$ cat config.mk
export PLATFORM = sky130hd
export DESIGN_NAME = fir2p_frame_ctrl
export DESIGN_NICKNAME = d
export VERILOG_FILES = /design/src/rtl/fir2p_frame_ctrl.sv
export SDC_FILE = /design/constraint.sdc
export NUM_CORES = 1
export LEC_CHECK = 0
export ABC_AREA = 0
export BUFFER_PORTS_ARGS = -buffer_cell sky130_fd_sc_hd__buf_2
export CAP_MARGIN = 20
export CORE_MARGIN = 2
export CORE_UTILIZATION = 52
export CTS_CLUSTER_DIAMETER = 40
export DETAILED_ROUTE_END_ITERATION = 10
export HOLD_SLACK_MARGIN = 0.08
export PLACE_DENSITY = 0.81
export SLEW_MARGIN = 20
export SYNTH_ARGS = -nofsm -noshare
export SYNTH_HDL_FRONTEND = slang
export SYNTH_SLANG_ARGS = --single-unit
$ cat constraint.sdc
create_clock -name clk -period 5.65 [get_ports clk]
set_input_delay 0.565 -clock clk [delete_from_list [all_inputs] [get_ports clk]]
set_output_delay 0.565 -clock clk [all_outputs]
set_load 0.005 [all_outputs]
$ cat src/rtl/fir2p_frame_ctrl.sv
// rtl/fir2p_frame_ctrl.sv - pairs a serial sample stream for the two-path FIR, flushes its tail and tags its outputs
`timescale 1ns/1ps

module fir2p_frame_ctrl #(
    parameter int DATA_W   = 16,
    parameter int ACC_W    = 32,
    parameter int NUM_TAPS = 174,
    parameter int LAT      = 2
) (
    input  logic              clk,
    input  logic              rst_n,
    input  logic              in_valid,
    output logic              in_ready,
    input  logic [DATA_W-1:0] in_data,
    input  logic              in_last,
    output logic              fir_en,
    output logic [DATA_W-1:0] fir_x_even,
    output logic [DATA_W-1:0] fir_x_odd,
    input  logic [ACC_W-1:0]  fir_y_even,
    input  logic [ACC_W-1:0]  fir_y_odd,
    output logic              out_valid,
    output logic [ACC_W-1:0]  out_even,
    output logic [ACC_W-1:0]  out_odd,
    output logic              out_last,
    output logic              busy,
    output logic [15:0]       stall_cnt
);

    localparam int FLUSH_PAIRS = (NUM_TAPS + 1) / 2;
    localparam int FLUSH_TOTAL = FLUSH_PAIRS + LAT;
    localparam int CNT_W       = $clog2(FLUSH_TOTAL);

    localparam logic [CNT_W-1:0] LAST_VALID = CNT_W'(FLUSH_PAIRS - 1);
    localparam logic [CNT_W-1:0] NUM_VALID  = CNT_W'(FLUSH_PAIRS);
    localparam logic [CNT_W-1:0] LAST_DRAIN = CNT_W'(FLUSH_TOTAL - 1);

    typedef enum logic [1:0] {
        IDLE,
        ODD,
        FLUSH
    } state_t;

    state_t            state;
    logic [DATA_W-1:0] even_reg;
    logic              in_frame;
    logic [CNT_W-1:0]  flush_cnt;
    logic              cur_v;
    logic              cur_l;
    logic [LAT-1:0]    tag_v;
    logic [LAT-1:0]    tag_l;
    logic              accept;

    assign accept = in_valid & in_ready;

    // rst_n is the legacy name of an active-high asynchronous reset.
    always_ff @(posedge clk or posedge rst_n) begin
        if (rst_n) begin
            state      <= IDLE;
            in_ready   <= 1'b1;
            even_reg   <= '0;
            in_frame   <= 1'b0;
            flush_cnt  <= '0;
            cur_v      <= 1'b0;
            cur_l      <= 1'b0;
            tag_v      <= '0;
            tag_l      <= '0;
            fir_en     <= 1'b0;
            fir_x_even <= '0;
            fir_x_odd  <= '0;
            out_valid  <= 1'b0;
            out_last   <= 1'b0;
            out_even   <= '0;
            out_odd    <= '0;
            busy       <= 1'b0;
            stall_cnt  <= '0;
        end else begin
            fir_en    <= 1'b0;
            out_valid <= 1'b0;
            out_last  <= 1'b0;

            // The tag leaving the pipe belongs to the pair now on fir_y.
            if (fir_en) begin
                for (int i = LAT - 1; i > 0; i--) begin
                    tag_v[i] <= tag_v[i-1];
                    tag_l[i] <= tag_l[i-1];
                end
                tag_v[0] <= cur_v;
                tag_l[0] <= cur_l;
                if (tag_v[LAT-1]) begin
                    out_valid <= 1'b1;
                    out_last  <= tag_l[LAT-1];
                    out_even  <= fir_y_even;
                    out_odd   <= fir_y_odd;
                end
            end

            if ((state == ODD || (state == IDLE && in_frame)) && !in_valid
                && stall_cnt != 16'hFFFF) begin
                stall_cnt <= stall_cnt + 16'd1;
            end

            case (state)
                IDLE: begin
                    busy <= accept;
                    if (accept) begin
                        if (!in_frame) begin
                            stall_cnt <= '0;
                        end
                        if (in_last) begin
                            fir_en     <= 1'b1;
                            fir_x_even <= in_data;
                            fir_x_odd  <= '0;
                            cur_v      <= 1'b1;
                            cur_l      <= 1'b0;
                            in_frame   <= 1'b0;
                            flush_cnt  <= '0;
                            in_ready   <= 1'b0;
                            state      <= FLUSH;
                        end else begin
                            even_reg <= in_data;
                            in_frame <= 1'b1;
                            state    <= ODD;
                        end
                    end
                end
                ODD: begin
                    if (accept) begin
                        fir_en     <= 1'b1;
                        fir_x_even <= even_reg;
                        fir_x_odd  <= in_data;
                        cur_v      <= 1'b1;
                        cur_l      <= 1'b0;
                        if (in_last) begin
                            in_frame  <= 1'b0;
                            flush_cnt <= '0;
                            in_ready  <= 1'b0;
                            state     <= FLUSH;
                        end else begin
                            busy  <= 1'b0;
                            state <= IDLE;
                        end
                    end
                end
                FLUSH: begin
                    // Zero pairs: the first FLUSH_PAIRS carry filter tail, the rest only drain it.
                    busy       <= 1'b1;
                    fir_en     <= 1'b1;
                    fir_x_even <= '0;
                    fir_x_odd  <= '0;
                    cur_v      <= (flush_cnt < NUM_VALID);
                    cur_l      <= (flush_cnt == LAST_VALID);
                    if (flush_cnt == LAST_DRAIN) begin
                        in_ready <= 1'b1;
                        state    <= IDLE;
                    end else begin
                        flush_cnt <= flush_cnt + 1'b1;
                    end
                end
                default: begin
                    state <= IDLE;
                end
            endcase
        end
    end

endmodule

==> impl_metrics.tcl, run 1 <==
set metrics [dict create \
    ioPinCount 201 \
    finalPower_uw 2180 \
    setup_crit_start_kind "flip-flop" \
    critical_path.reg2reg.endpoint "fir_x_even[4]" \
    htreeDepth 4 \
    worst-endpoint-required_ns 5.94 \
    power.static_leakage_uw 0.00441 \
    die_area_um2 13700 \
    finalNetCount 823 \
    rows 41 \
    reg_top3 "out_even x32, out_odd x32" \
    critical-path-slowest-cell "sky130_fd_sc_hd__nand2b_2" \
    worst_path_dominant_cell_family "simple AND/OR/NAND/NOR gates" \
    yosysSeqAreaShare_pct 55.9 \
    postCtsSetupRepairBufs 0 \
    yosys_warnings 0 \
    grt_pass1_wl_um 23200 \
    core_area_um2 12600 \
    routed-via-count 4864 \
    cts_inserted_buffers 17 \
    status "finished clean" \
    wl_per_cell_um 16.3 \
    synth.top_cells.by_area "sky130_fd_sc_hd__dfrtp_1 (56%), sky130_fd_sc_hd__mux2_2 (13%), sky130_fd_sc_hd__mux2_1 (4.6%)" \
    cp_data_arrival_time_ns 2.71 \
    grt_usage_pct 22.0 \
    syn_area_per_cell_um2 12.4 \
    gp_routability_congestion 0.866 \
    grt_remaining_overflow 0 \
    drt-initial-drc-count 374 \
    post-synth-top-count-cell "sky130_fd_sc_hd__dfrtp_1" \
    antenna_cells 0 \
    initial_antenna_violation_count 0 \
    timing.slew.headroom_pct 31.6 \
    insertion_delay_ns 0.42 \
    finalMaxSlewViolations 0 \
    maximum_number_of_pins_on_one_net_before_global_route_repair 86 \
    finalCriticalPeriod_ns 2.42 \
    synth_common_cells "sky130_fd_sc_hd__dfrtp_1 (148), sky130_fd_sc_hd__mux2_2 (76), sky130_fd_sc_hd__inv_1 (40)" \
    synth_cell_types 57 \
    clock_skews_ns 0.00732 \
    cts_num_sinks 149 \
    rr_startpoint "state[0]" \
    setup_viol_count_final 0 \
    cts-hold-fix-buffers 0 \
    fmax_mhz 414 \
    synth_seq_cells 149 \
    post_synth_edffs 0 \
    ys_async_sr_fraction_pct 100 \
    vdd_drop_max_mv 0.171 \
    finalWirelength_um 14900 \
    unrepaired_setup_endpoints_after_global_routing "false" \
    drive_above_1_share_pct 43.5 \
    die_height_um 117 \
    route.detailed.vias_per_inst 5.32 \
    measured_slew_at_the_worst_slew_check_pin_ns 1.03 \
    cp_slowest_stage_delay_ns 0.74 \
    syn_nets 630 \
    post-route-period-util_pct 42.8 \
    initial_utilization_pct 53.0 \
    place.port_buffers 200 \
    via_count_of_the_first_global_routing_pass 4662 \
    worst_r2r_path_depth 5 \
    critical_path_class "flip-flop to flip-flop" \
    detail_route.first_pass.iterations 4 \
    hold_viol_final 0 \
    drc_errors 0 \
    reg2reg_setup_slack_ns 3.23 \
    worst_min_path_class "primary input to asynchronous set/reset pin" \
    area_growth_pct 24.5 \
    drt.antenna.violating_nets 0 \
    dominantRegCellSynth "sky130_fd_sc_hd__dfrtp_1" \
    setup_crit_end_kind "flip-flop" \
    finalSetupTns_ns 0 \
    synth_area_um2 6670 \
    cap_viol_max_count 0 \
    cp.buffers_inverters 1 \
    synthesized_instance_count 538 \
    clockBufferDepth 2 \
    die_width_um 117 \
    fillers 953 \
    cellPowerDensity_nw_per_um2 262 \
    worstPathCellList "inv_1 -> ha_1 -> o21ai_1 -> nand2b_2 -> mux2_1" \
    cts_tree "yes" \
    detailed_place_hpwl_um 10100 \
    path_clk_slew_ns 0.06 \
    cts_root_buffer "sky130_fd_sc_hd__clkbuf_16" \
    resize_count_post_cts 0 \
    synthDominantAreaCellType "sky130_fd_sc_hd__dfrtp_1" \
    utilization_pct 66.0 \
    synthDominantCellAreaShare_pct 55.6 \
    crit_path_max_fanout 34 \
]
## cell type report
class,instances,area (um^2),share of cell area (%)
inverter,40,155,1.87
clock buffer,22,464,5.59
multi-input combinational,320,2630,31.7
tap,172,215,2.59
timing repair buffer,203,1020,12.3
sequential,149,3730,44.9
clock inverter,8,77.6,0.935
## layout by cell type (no fill, tap or decap), types with 9 or more instances in the layout
cell type,count
sky130_fd_sc_hd__o21ai_0,25
sky130_fd_sc_hd__nand4_1,9
sky130_fd_sc_hd__nor2_1,16
sky130_fd_sc_hd__mux2_1,27
sky130_fd_sc_hd__nand3_1,28
sky130_fd_sc_hd__a21oi_1,10
sky130_fd_sc_hd__dfrtp_1,148
sky130_fd_sc_hd__clkbuf_16,17
sky130_fd_sc_hd__mux2_2,76
sky130_fd_sc_hd__inv_1,39
sky130_fd_sc_hd__mux2i_1,24
sky130_fd_sc_hd__buf_2,200
sky130_fd_sc_hd__nand2_1,30
## where the power goes
| part | switching (uW) | total [uW] | internal, uW |
|---|---|---|---|
| combinational | 36.6 | 61.9 | 25.2 |
| clock | 421 | 1040 | 623 |
| sequential | 1.97 | 1070 | 1070 |
## cells by family after synthesis
| kind of cell | count (synthesis) | share of synthesized area, % |
|---|---|---|
| AO/OA/AOI/OAI | 64 | 6.23 |
| XOR/XNOR | 3 | 0.394 |
| adder cells (fa/ha/maj) | 8 | 1.50 |
| buffers and inverters | 69 | 4.62 |
| flip-flops | 149 | 55.9 |
| multiplexers | 127 | 21.0 |
| AND/OR/NAND/NOR | 118 | 10.3 |
## per-stage QoR
| stage | cell area [um^2] | hold slack, ns | instances | worst slack, ns |
|---|---|---|---|---|
| floorplan | 6670 | 0.459 | 538 | 1.08 |
| global placement | 7760 | 0.470 | 884 | 3.36 |
| detailed placement | 7760 | 0.480 | 884 | 3.24 |
| CTS | 8300 | 0.319 | 914 | 3.24 |
| global route | 8300 | 0.362 | 914 | 3.09 |
| finish | 8300 | 0.291 | 914 | 3.23 |
## per-layer routing
metal | vias up | part of all wire (%) | track usage, %
met2 | 185 | 48 | 34.6
met1 | 2364 | 42 | 28.1
met4 | 0 | 3.2 | 11.3
met5 | - | 0 | 0
met3 | 35 | 6.3 | 5.92
li1 | 2280 | - | -
## worst max-delay path by stage
stage	startpoint	to	cells past startpoint
3_5_place_dp	state[0]	fir_x_even[2]	5
6_report	state[0]	fir_x_even[4]	5
3_3_place_gp	state[0]	fir_x_even[4]	5
4_1_cts	state[0]	fir_x_even[4]	5
2_1_floorplan	rst_n	busy	1
5_1_grt	state[1]	fir_x_even[4]	5
Note: power is estimated with default switching activity, not from simulation.
==> inputs of run 2 (changes only) <==
--- a/config.mk
+++ b/config.mk
@@ -9,11 +9,11 @@
 export BUFFER_PORTS_ARGS = -buffer_cell sky130_fd_sc_hd__buf_2
 export CAP_MARGIN = 20
 export CORE_MARGIN = 2
-export CORE_UTILIZATION = 52
+export CORE_UTILIZATION = 47
 export CTS_CLUSTER_DIAMETER = 40
 export DETAILED_ROUTE_END_ITERATION = 10
 export HOLD_SLACK_MARGIN = 0.08
-export PLACE_DENSITY = 0.81
+export PLACE_DENSITY = 0.77
 export SLEW_MARGIN = 20
 export SYNTH_ARGS = -nofsm -noshare
 export SYNTH_HDL_FRONTEND = slang
==> constraint.sdc (replaced) <==
create_clock -name clk -period 2.1 [get_ports clk]
set_input_delay 0.21 -clock clk [delete_from_list [all_inputs] [get_ports clk]]
set_output_delay 0.21 -clock clk [all_outputs]
set_load 0.005 [all_outputs]
==> impl_metrics.tcl, run 2 (same netlist as run 1, synthesis figures left out) <==
set metrics [dict create \
    finalPower_uw 6400 \
    antenna_cells 0 \
    route.layer.met1.wl_um 6550 \
    core_area_um2 13900 \
    cap_viol_max_count 0 \
    cellPowerDensity_nw_per_um2 685 \
    detailroute.wirelength.met3_um 1180 \
    crit_path_max_fanout 5 \
    die_height_um 123 \
    grt_pass1_wl_um 26600 \
    vdd_drop_max_mv 0.453 \
    drive_above_1_share_pct 40.6 \
    area_growth_pct 40.2 \
    wl_per_cell_um 16.5 \
    reg_top3 "out_even x32, out_odd x32" \
    cts_tree "yes" \
    detail_route.first_pass.iterations 5 \
    clockBufferDepth 2 \
    routed-via-count 5317 \
    cts_inserted_buffers 17 \
    clock_skews_ns 0.00778 \
    detailed_place_hpwl_um 10700 \
    die_width_um 123 \
    combinationalPowerShare_pct 4.7 \
    final_cell_mix "sky130_fd_sc_hd__buf_2 (200), sky130_fd_sc_hd__dfrtp_1 (148), sky130_fd_sc_hd__dlygate4sd3_1 (82)" \
    rr_startpoint "state[1]" \
    power_switching_share_pct 20.4 \
    maximum_number_of_pins_on_one_net_before_global_route_repair 89 \
    worst-endpoint-required_ns 2.41 \
    critical-path-top-cell-by-count "sky130_fd_sc_hd__buf_4" \
    finalSetupTns_ns 0 \
    hold_end "state[1]" \
    topRoutingLayerUsed "met4" \
    finalNetCount 917 \
    path_clk_slew_ns 0.06 \
    min_path_cells 3 \
    fin_area_um2 9350 \
    rows 43 \
    grt_usage_pct 22.7 \
    proportion_of_power_drawn_by_flip_flops_and_latches_pct 45.0 \
    die_area_um2 15200 \
    share_clk_of_total_power_pct 50.4 \
    timing.slew.headroom_pct 52.0 \
    route.detailed.vias_per_inst 5.22 \
    setup_crit_start_kind "flip-flop" \
    measured_slew_at_the_worst_slew_check_pin_ns 0.720 \
    via_count_of_the_first_global_routing_pass 5471 \
    cts_num_sinks 149 \
    drt.antenna.violating_nets 0 \
    post-route-period-util_pct 95.6 \
    initial_antenna_violation_count 0 \
    status "finished clean" \
    insertion_delay_ns 0.42 \
    worstPathCellList "inv_1 -> ha_1 -> buf_4 -> a21oi_4 -> nor4_4 -> buf_4 -> a311oi_1 -> a41o_1" \
    unrepaired_setup_endpoints_after_global_routing "false" \
    drc_errors 0 \
    worst_r2r_path_depth 8 \
    htreeDepth 4 \
    power_report.internal_total_uw 5100 \
    cp_data_arrival_time_ns 2.31 \
    setup_crit_end_kind "flip-flop" \
    placed_area_um2 7870 \
    start_point_of_the_worst_min_delay_path "in_valid" \
    initial_utilization_pct 48.0 \
    utilization_pct 67.3 \
    gp_routability_congestion 0.931 \
    mostFrequentLayoutCell "sky130_fd_sc_hd__buf_2" \
    worst_min_path_class "primary input to flip-flop" \
    drt-initial-drc-count 375 \
    reg2reg_setup_slack_ns 0.09 \
    critical_path_class "flip-flop to flip-flop" \
    power.net_switching_uw 1300 \
    grt_remaining_overflow 0 \
    detailroute.wirelength.met2_um 8710 \
    finalWirelength_um 16800 \
    place.port_buffers 200 \
    hold_viol_final 0 \
    critical-path-slowest-cell "sky130_fd_sc_hd__nor4_4" \
    cp_slowest_stage_delay_ns 0.42 \
    ioPinCount 201 \
    setup_viol_count_final 0 \
    fmax_mhz 498 \
    finalMaxSlewViolations 0 \
    critical_path.reg2reg.endpoint "stall_cnt[12]" \
    cts_root_buffer "sky130_fd_sc_hd__clkbuf_16" \
    power.static_leakage_uw 0.00487 \
    finalCriticalPeriod_ns 2.01 \
]
==> run 2: cell types whose count changed in the layout (fill, tap and decap cells not counted) <==
cell,change
sky130_fd_sc_hd__clkinv_4,+1
sky130_fd_sc_hd__buf_4,+9
sky130_fd_sc_hd__bufinv_16,+3
sky130_fd_sc_hd__ha_2,+1
sky130_fd_sc_hd__clkinvlp_4,-1
sky130_fd_sc_hd__clkinv_2,+1
sky130_fd_sc_hd__buf_12,+3
sky130_fd_sc_hd__clkbuf_1,-2
sky130_fd_sc_hd__dlygate4sd3_1,+82
sky130_fd_sc_hd__ha_1,-1
==> run 2: critical path: cells and delay by family, from the launching register on <==
family,cells,cell delay (ns)
buffers and inverters,3,0.46
AND/OR/NAND/NOR,1,0.42
flip-flops,1,0.41
AO/OA/AOI/OAI,3,0.35
adder cells (fa/ha/maj),1,0.25
==> run 2: routing by layer <==
metal / GRT usage, % / vias up
li1: - / 2475
met1: 26.3 / 2574
met2: 39.9 / 229
met3: 5.95 / 39
met4: 9.52 / 0
met5: 0 / -
==> run 2: through the flow <==
stage               hold WS [ns]  setup WS (ns)  std cells
detailed placement         0.386         0.0395        901
floorplan                  0.318         0.0158        538
CTS                        0.260         0.0217       1015
global placement           0.387          0.185        901
global route               0.289         0.0135       1018
finish                     0.288         0.0927       1018
==> run 2: final cells by class <==
cell class | instances | area, um^2
Clock buffer | 20 | 457
Clock inverter | 12 | 175
Fill cell | 966 | 4530
Inverter | 40 | 154
Multi-Input combinational cell | 320 | 2640
Sequential cell | 149 | 3730
Tap cell | 180 | 225
Timing Repair Buffer | 297 | 1970
==> run 2: worst max-delay path by stage <==
| stage | startpoint | to | slack, ns | depth (start not counted) |
|---|---|---|---|---|
| finish | state[1] | stall_cnt[12] | 0.09 | 8 |
| global route | state[1] | stall_cnt[12] | 0.01 | 8 |
| CTS | state[0] | stall_cnt[9] | 0.02 | 6 |
| detailed placement | state[0] | stall_cnt[9] | 0.04 | 6 |
| global placement | state[0] | stall_cnt[9] | 0.19 | 6 |
| floorplan | rst_n | busy | 0.02 | 1 |
==> run 2: power by group through the flow <==
stage	registers [uW]	logic, uW	clock network [uW]
2_1_floorplan	2930	63.7	0
3_3_place_gp	2930	168	0
3_5_place_dp	2930	177	0
4_1_cts	2880	298	3280
5_1_grt	2880	330	3410
6_report	2880	299	3220
==> run 2: repair_timing <==
| item | 4_1_cts | 5_1_grt |
|---|---|---|
| setup endpoints to repair | 0 | 15 |
| buffers inserted | 0 | 3 |
| gates resized for setup | 0 | 1 |
| hold buffers | 82 | 0 |
| endpoints found under the hold margin | 184 | 0 |
==> inputs of run 3 (changes only) <==
--- a/config.mk
+++ b/config.mk
@@ -5,15 +5,17 @@
 export SDC_FILE = /design/constraint.sdc
 export NUM_CORES = 1
 export LEC_CHECK = 0
-export ABC_AREA = 0
+export ABC_AREA = 1
 export BUFFER_PORTS_ARGS = -buffer_cell sky130_fd_sc_hd__buf_2
 export CAP_MARGIN = 20
+export CELL_PAD_IN_SITES_DETAIL_PLACEMENT = 1
+export CELL_PAD_IN_SITES_GLOBAL_PLACEMENT = 1
 export CORE_MARGIN = 2
-export CORE_UTILIZATION = 47
+export CORE_UTILIZATION = 34
 export CTS_CLUSTER_DIAMETER = 40
 export DETAILED_ROUTE_END_ITERATION = 10
 export HOLD_SLACK_MARGIN = 0.08
-export PLACE_DENSITY = 0.77
+export PLACE_DENSITY_LB_ADDON = 0.1
 export SLEW_MARGIN = 20
 export SYNTH_ARGS = -nofsm -noshare
 export SYNTH_HDL_FRONTEND = slang
==> impl_metrics.tcl, run 3 <==
set metrics [dict create \
    clock_skews_ns 0.0150 \
    finalMaxSlewViolations 0 \
    reg_top3 "out_even x32, out_odd x32" \
    critical_path_class "flip-flop to flip-flop" \
    grt_usage_pct 20.4 \
    fin_area_um2 9150 \
    syn_nets 866 \
    die_height_um 142 \
    grt_pass1_wl_um 32600 \
    syn_area_per_cell_um2 8.38 \
    rows 50 \
    unrepaired_setup_endpoints_after_global_routing "true" \
    cp_slowest_stage_delay_ns 0.40 \
    initial_antenna_violation_count 0 \
    ys_async_sr_fraction_pct 100 \
    synth_area_um2 6490 \
    clockBufferDepth 2 \
    antenna_cells 0 \
    synth_common_cells "sky130_fd_sc_hd__nand2_1 (322), sky130_fd_sc_hd__dfrtp_1 (148), sky130_fd_sc_hd__nor2_1 (64)" \
    hold_viol_final 0 \
    area_growth_pct 41.1 \
    synthesized_instance_count 774 \
    synth.top_cells.by_area "sky130_fd_sc_hd__dfrtp_1 (57%), sky130_fd_sc_hd__nand2_1 (19%), sky130_fd_sc_hd__nor2_1 (3.7%)" \
    synthDominantCellAreaShare_pct 57.1 \
    route.detailed.vias_per_inst 4.68 \
    fillers 2252 \
    fmax_mhz 545 \
    worstPathCellList "inv_1 -> ha_1 -> inv_2 -> a21oi_2 -> inv_2 -> nor2_4 -> nand3_1 -> nand2_1 -> nor2_1" \
    gp_routability_congestion 0.816 \
    finalNetCount 1147 \
    post_synth_edffs 0 \
    yosysSeqAreaShare_pct 57.5 \
    measured_slew_at_the_worst_slew_check_pin_ns 0.724 \
    drt.antenna.violating_nets 0 \
    insertion_delay_ns 0.42 \
    core_area_um2 18700 \
    cts_tree "yes" \
    die_area_um2 20200 \
    detailed_place_hpwl_um 13800 \
    regArea_um2 3730 \
    finalWirelength_um 20500 \
    postCtsSetupRepairBufs 0 \
    fin_worst_hold_slack_ns 0.0962 \
    cap_viol_max_count 0 \
    via_count_of_the_first_global_routing_pass 6202 \
    path_clk_slew_ns 0.07 \
    finalCriticalPeriod_ns 1.84 \
    ioPinCount 201 \
    final_cell_mix "sky130_fd_sc_hd__nand2_1 (321), sky130_fd_sc_hd__buf_2 (200), sky130_fd_sc_hd__dfrtp_1 (148)" \
    post-route-period-util_pct 87.4 \
    htreeDepth 4 \
    cts_num_sinks 149 \
    setup_viol_count_final 0 \
    mostFrequentLayoutCell "sky130_fd_sc_hd__nand2_1" \
    maximum_number_of_pins_on_one_net_before_global_route_repair 110 \
    synthDominantAreaCellType "sky130_fd_sc_hd__dfrtp_1" \
    cp_data_arrival_time_ns 2.15 \
    synth_seq_cells 149 \
    drc_errors 0 \
    status "finished clean" \
    place.port_buffers 200 \
    detail_route.first_pass.iterations 4 \
    post-synth-top-count-cell "sky130_fd_sc_hd__nand2_1" \
    cp.buffers_inverters 3 \
    synth_cell_types 29 \
    worst_path_dominant_cell_family "simple AND/OR/NAND/NOR gates" \
    drive_above_1_share_pct 24.9 \
    crit_path_max_fanout 15 \
    routed-via-count 6095 \
    critical-path-slowest-cell "sky130_fd_sc_hd__dfrtp_1" \
    critical-path-top-cell-by-count "sky130_fd_sc_hd__inv_2" \
    multiInputGateArea_um2 2420 \
    utilization_pct 48.9 \
    worst_min_path_class "primary input to flip-flop" \
    yosys_warnings 0 \
    cts_root_buffer "sky130_fd_sc_hd__clkbuf_16" \
    placed_area_um2 7800 \
    power.static_leakage_uw 0.00477 \
    die_width_um 142 \
    finalSetupTns_ns 0 \
    vdd_drop_max_mv 0.904 \
    timing.slew.headroom_pct 51.7 \
    worst-endpoint-required_ns 2.41 \
    cts_inserted_buffers 17 \
    drt-initial-drc-count 251 \
    grt_remaining_overflow 0 \
    setup_crit_end_kind "flip-flop" \
    cellPowerDensity_nw_per_um2 1380 \
    initial_utilization_pct 34.7 \
    setup_crit_start_kind "flip-flop" \
    dominantRegCellSynth "sky130_fd_sc_hd__dfrtp_1" \
    wl_per_cell_um 15.7 \
]
-- run 3: cell types whose count changed in the layout (fill, tap and decap cells not counted), moves of 5 or more --
cell / change
sky130_fd_sc_hd__nand2_1: +291
sky130_fd_sc_hd__mux2_2: -73
sky130_fd_sc_hd__a21oi_1: +14
sky130_fd_sc_hd__nand3_1: +8
sky130_fd_sc_hd__mux2_1: -27
sky130_fd_sc_hd__nor2_1: +48
sky130_fd_sc_hd__o31ai_1: +11
sky130_fd_sc_hd__inv_6: +6
sky130_fd_sc_hd__a31oi_1: +16
sky130_fd_sc_hd__inv_1: +9
sky130_fd_sc_hd__mux2i_1: -24
sky130_fd_sc_hd__and3_1: -5
-- run 3: what timing repair did --
item                                   4_1_cts  5_1_grt
hold buffers                                78        0
resized for setup                            0        2
endpoints found under the hold margin      130        0
setup endpoints to repair                    0        2
-- run 3: area by class of cell --
class | instances | share of cell area, %
clock buffer | 17 | 4.65
clock inverter | 15 | 1.53
timing repair buffer | 295 | 21.3
sequential | 149 | 40.7
tap | 234 | 3.20
inverter | 53 | 2.21
multi-input combinational | 539 | 26.4
-- run 3: layer usage --
layer	vias up	wire, um	GRT usage, %	share of wire [%]
met2	152	9650	33.6	47
met4	0	265	5.89	1.3
met3	22	1190	5.25	5.8
met1	2909	9360	26.6	46
met5	-	0	0	0
li1	3012	-	-	-
-- run 3: logic make-up after synthesis --
kind of cell,synth area share [%]
mux,0.521
compound gates,7.87
flops,57.5
xor+xnor,0.675
fa+ha+maj,1.54
buf+inv,5.48
simple gates,26.4
-- run 3: metrics by stage --
step	setup slack, ns	total power (uW)	cells
3_5_place_dp	0.246	9670	1192
6_report	0.264	12700	1302
5_1_grt	-0.00806	13700	1302
4_1_cts	0.219	12800	1302
2_1_floorplan	0.0158	7480	774
3_3_place_gp	0.318	9530	1192
-- run 3: worst paths after layout --
path                       slack (ns)            end  cells after the start        start
setup / recovery                 0.26  stall_cnt[14]                      9     state[1]
hold / removal                    0.1  fir_x_even[1]                      3   in_data[1]
setup reg to reg                 0.26  stall_cnt[14]                      9     state[1]
hold reg to reg                  0.47    out_even[5]                      2  out_even[5]
max in group asynchronous        1.04  fir_x_odd[15]                      4        rst_n
min in group asynchronous        0.26    out_even[0]                      3        rst_n
-- run 3: power breakdown --
| part | leakage [uW] | total [uW] | switching (uW) | internal (uW) |
|---|---|---|---|---|
| Clock | 0.000280 | 2960 | 1310 | 1660 |
| Combinational | 0.00262 | 4980 | 3050 | 1930 |
| Sequential | 0.00187 | 4720 | 681 | 4040 |
-- run 3: tightest hold or removal path, delay by kind of cell --
kind,cells,cell delay (ns)
buffers and inverters,1,0.13
AO/OA/AOI/OAI,1,0.07
AND/OR/NAND/NOR,1,0.06
